==> config.mk <==
export PLATFORM = sky130hd
export DESIGN_NAME = countdown_timer
export DESIGN_NICKNAME = d
export VERILOG_FILES = /design/src/rtl/countdown_timer.sv
export SDC_FILE = /design/constraint.sdc
export NUM_CORES = 1
export LEC_CHECK = 0
export BUFFER_PORTS_ARGS = -buffer_cell sky130_fd_sc_hd__clkbuf_2
export CAP_MARGIN = 30
export CORE_UTILIZATION = 50
export DETAILED_ROUTE_END_ITERATION = 8
export PLACE_DENSITY = 0.84
export SLEW_MARGIN = 30
export SYNTH_ARGS = -nofsm -noshare
export SYNTH_HDL_FRONTEND = slang
export SYNTH_SLANG_ARGS = --single-unit
==> constraint.sdc <==
create_clock -name clk -period 2.5 [get_ports clk]
set_clock_uncertainty 0.2 [all_clocks]
set_input_delay 0.75 -clock clk [delete_from_list [all_inputs] [get_ports clk]]
set_output_delay 0.75 -clock clk [all_outputs]
set_load 0.03 [all_outputs]
==> src/rtl/countdown_timer.sv <==
// Loadable down-counter: load a start value, start, and get a one-cycle done pulse at zero.
// Define AUTO_RELOAD_EN to make the terminal count reload the last loaded value (periodic tick).
module countdown_timer #(
  parameter int WIDTH = 8
) (
  input  logic             clk,
  input  logic             reset,
  input  logic             load,
  input  logic [WIDTH-1:0] load_val,
  input  logic             start,
  input  logic             hold,
  input  logic             abort,
  output logic [WIDTH-1:0] count,
  output logic             busy,
  output logic             done
);

  typedef enum logic [1:0] {IDLE, RUN, PAUSE} state_t;

  state_t state;

`ifdef AUTO_RELOAD_EN
  logic [WIDTH-1:0] reload;
`endif

  always_ff @(posedge clk or posedge reset) begin
    if (reset) begin
      state  <= IDLE;
      count  <= '0;
      busy   <= 1'b0;
      done   <= 1'b0;
`ifdef AUTO_RELOAD_EN
      reload <= '0;
`endif
    end else begin
      done <= 1'b0;
      case (state)
        IDLE: begin
          if (load) begin
            count  <= load_val;
`ifdef AUTO_RELOAD_EN
            reload <= load_val;
`endif
          end else if (start) begin
            // Starting from zero completes at once without entering RUN.
            if (count != '0) begin
              state <= RUN;
              busy  <= 1'b1;
            end else begin
              done  <= 1'b1;
            end
          end
        end

        // RUN and PAUSE differ only in whether the current cycle decremented;
        // releasing hold decrements on the very edge that samples it low.
        RUN, PAUSE: begin
          if (abort) begin
            state <= IDLE;
            busy  <= 1'b0;
          end else if (hold) begin
            state <= PAUSE;
          end else if (count == WIDTH'(1)) begin
            done <= 1'b1;
`ifdef AUTO_RELOAD_EN
            if (reload != '0) begin
              count <= reload;
              state <= RUN;
            end else begin
              count <= '0;
              state <= IDLE;
              busy  <= 1'b0;
            end
`else
            count <= '0;
            state <= IDLE;
            busy  <= 1'b0;
`endif
          end else begin
            count <= count - WIDTH'(1);
            state <= RUN;
          end
        end

        default: begin
          state <= IDLE;
          busy  <= 1'b0;
        end
      endcase
    end
  end

endmodule

==> key figures <==
Run status
  • Status: finished clean

Yosys
  • Synthesized netlist net count: approximately 110
  • Number of flops mapped to enable cells by yosys: 0
  • Post-synthesis instance total: ~90
  • Combined area of all synthesized cells: between 800 and 900 µm²
  • Commonest register cell after synthesis: sky130_fd_sc_hd__dfrtp_1
  • Flops & latches, synth: 12
  • Largest area contributor in the synthesized netlist: sky130_fd_sc_hd__dfrtp_1
  • Ys async rst share: between 90% and 100%
  • Top post-synthesis cells by area: sky130_fd_sc_hd__dfrtp_1 36%, sky130_fd_sc_hd__ha_1 7.5%, sky130_fd_sc_hd__a22o_1 6.3%, sky130_fd_sc_hd__o21ai_0 4.2%, sky130_fd_sc_hd__o2bb2ai_1 4.2%
  • Yosys top cell area share: about 36%
  • Count of different cell masters after synthesis: 36
  • Fraction of the yosys area taken by sequential cells: 35.9%
  • Per-instance average area after synthesis: between 9 and 10 µm²
  • Number of synthesis warnings: 0

Place
  • Placed standard-cell area: roughly 950 µm²
  • Placer congestion estimate: 0.959
  • Post-DP HPWL: between 1000 and 1500 µm
  • Number of buffers inserted by port buffering: 23

Critical path
  • Ordered cell list for the critical path: inv_1, ha_1, inv_2, a31o_1, o2bb2ai_1, a22o_1
  • Category of cells accounting for the largest share of critical-path delay: compound AO/OA/AOI/OAI gates
  • Worst setup path category: reg -> reg
  • Slowest cell delay on critical path: about 380 ps
  • Buf/Inv on CP: 2
  • Required time of the critical path: between 2000 and 2500 ps
  • Data arrival at the endpoint of the critical path: approximately 2100 ps
  • Max stage delay cell, worst path: sky130_fd_sc_hd__a31o_1
  • Startpoint type of the worst setup path: register
  • Kind of capture point of the worst setup path: register
  • Worst-path maximum fanout: 13

Layout
  • Commonest non-fill, non-tap cells in the layout: 23 x sky130_fd_sc_hd__clkbuf_2, 12 x sky130_fd_sc_hd__dfrtp_1, 8 x sky130_fd_sc_hd__inv_1
  • Proportion of layout cells with a drive suffix above 1: 27.9%
  • Leading cell type in the layout, fill and taps excluded: sky130_fd_sc_hd__clkbuf_2
  • Layout-stage area growth over the synthesis result: 16.5%
  • Final #Nets: ~130
  • Final core area utilization: 63.1%
  • Antenna diode count: 0
  • Final standard cell area without fillers: about 970 µm²

Die
  • Floorplan Core Area: approximately 0.0015 mm²
  • Floorplan row count: 14
  • Die X: 42.9 µm
  • Top-level I/O count: 24
  • Y dimension of the die: 42.9 µm
  • Initial cell density of the core: 54.2%
  • Area of the die: about 0.0018 mm²

STA
  • Final cycle utilization of the critical path: 82.8%
  • Worst slew margin: approximately two thirds
  • Max-slew violation total from the final report: 0
  • Setup Total Neg Slack: 0 ps
  • Min Clock Period, post-route: between 2000 and 2500 ps
  • Setup repair after global routing missed its margin: false
  • Fmax: 483 MHz
  • Slew @ Worst Pin: ~480 ps
  • Final Setup Violations: 0
  • Final Hold Fails: 0

Drt
  • Final ANT Viol Nets: 0
  • DRC violation total after the first TritonRoute iteration: 32
  • Total number of vias: 796
  • Ratio of routed vias to standard cells: 6.27
  • Mean routed wirelength per cell: 14.7 µm
  • Total routed wirelength: about 1900 µm
  • DR DRC count: 0
  • First-pass DRT Iterations: 4

CTS
  • CTS Hold Buffers Added: 0
  • Clock network latency to the later pin of the worst-skew pair: 280 ps
  • Gates resized, CTS repair: 0
  • Clock tree from TritonCTS: done
  • Buffer depth of the longest clock path: 2
  • Post-CTS repair timing setup buffer count: 0
  • Clk sinks: 12
  • Register clock-pin slew on the reported worst setup and hold paths: ~80 ps
  • Cts bufs inserted: 3
  • H-tree levels: 1
  • Buffer type at the clock tree root: sky130_fd_sc_hd__clkbuf_4

Global routing
  • Largest net degree at the start of global routing: 14
  • Wire length of the first global-routing pass: between 2000 and 3000 µm
  • Number of antenna violations at the first check in global routing: 0
  • Vias in the first global route: between 600 and 700
  • Sum of overflow across all layers after global routing: 0
  • GRT Total Usage: 22.2%

Power
  • Cell Pwr Density: roughly 1500 mW/mm²
  • Worst VDD drop: 0.000849 V
  • Static power due to leakage: between 0.4 and 0.5 nW

Min path
  • Worst hold-check path type: in -> async

Run
  • Total of max-cap violations: 0
metrics by stage:
stage / instances / worst slack [ps] / total power, mW / hold WS [ps]
after floorplan: 88 / 509 / 1.16 / 333
after global placement: 124 / 437 / 1.31 / 313
after detailed placement: 124 / 391 / 1.35 / 325
after CTS: 127 / 444 / 1.47 / 262
after global routing: 127 / 294 / 1.59 / 308
final: 127 / 430 / 1.48 / 248
final timing paths:
kind / slack (ps) / from / endpoint / cells past startpoint
worst max-delay path: 430 / state[0] / count[2] / 6
worst min-delay path: 250 / reset / count[5] / 2
worst max register to register: 430 / state[0] / count[2] / 6
worst min register to register: 330 / busy / busy / 2
max in group asynchronous: 1530 / reset / count[0] / 2
min in group clk: 330 / busy / busy / 2
synth_stat cells, drive strengths merged, types with 2 or more instances:
| master | count |
|---|---|
| nor2 | 4 |
| o41ai | 2 |
| nand2 | 5 |
| dfrtp | 12 |
| nor3 | 4 |
| nor4 | 3 |
| ha | 5 |
| nand2b | 4 |
| buf | 2 |
| o2bb2ai | 4 |
| o21ai | 9 |
| a21oi | 3 |
| inv | 9 |
| a22o | 6 |
metal layers:
layer | track usage (%) | up-vias | routed length [µm]
met1 | 28.0 | 372 | 836
met5 | 0 | - | 0
li1 | - | 383 | -
met3 | 4.68 | 5 | 111
met2 | 33.9 | 36 | 872
met4 | 14.4 | 0 | 43
report_power, final:
group	switching (mW)	total [mW]	internal, mW
combinational	0.591	0.941	0.350
clock	0.0697	0.126	0.0561
sequential	0.134	0.418	0.284
sequential cells by signal, indices dropped and copies added (netlist names):
signal,flops
state,2
busy,1
count,8
done,1
layout make-up:
cell class / count / area [µm²]
clock buffer: 3 / 22.5
fill: 126 / 568
inverter: 9 / 33.8
multi-input combinational: 64 / 482
sequential: 12 / 300
tap: 16 / 20.0
timing repair buffer: 23 / 115
cells by family after synthesis:
group	count (synthesis)	share of synthesized area, %
AOI/OAI and AO/OA	34	30.7
adders and majority gates	5	7.49
buffers and inverters	12	6.44
DFF	12	35.9
muxes	1	1.20
and+or+nand+nor	24	18.3
No activity file was read; power rests on OpenSTA's default activity.
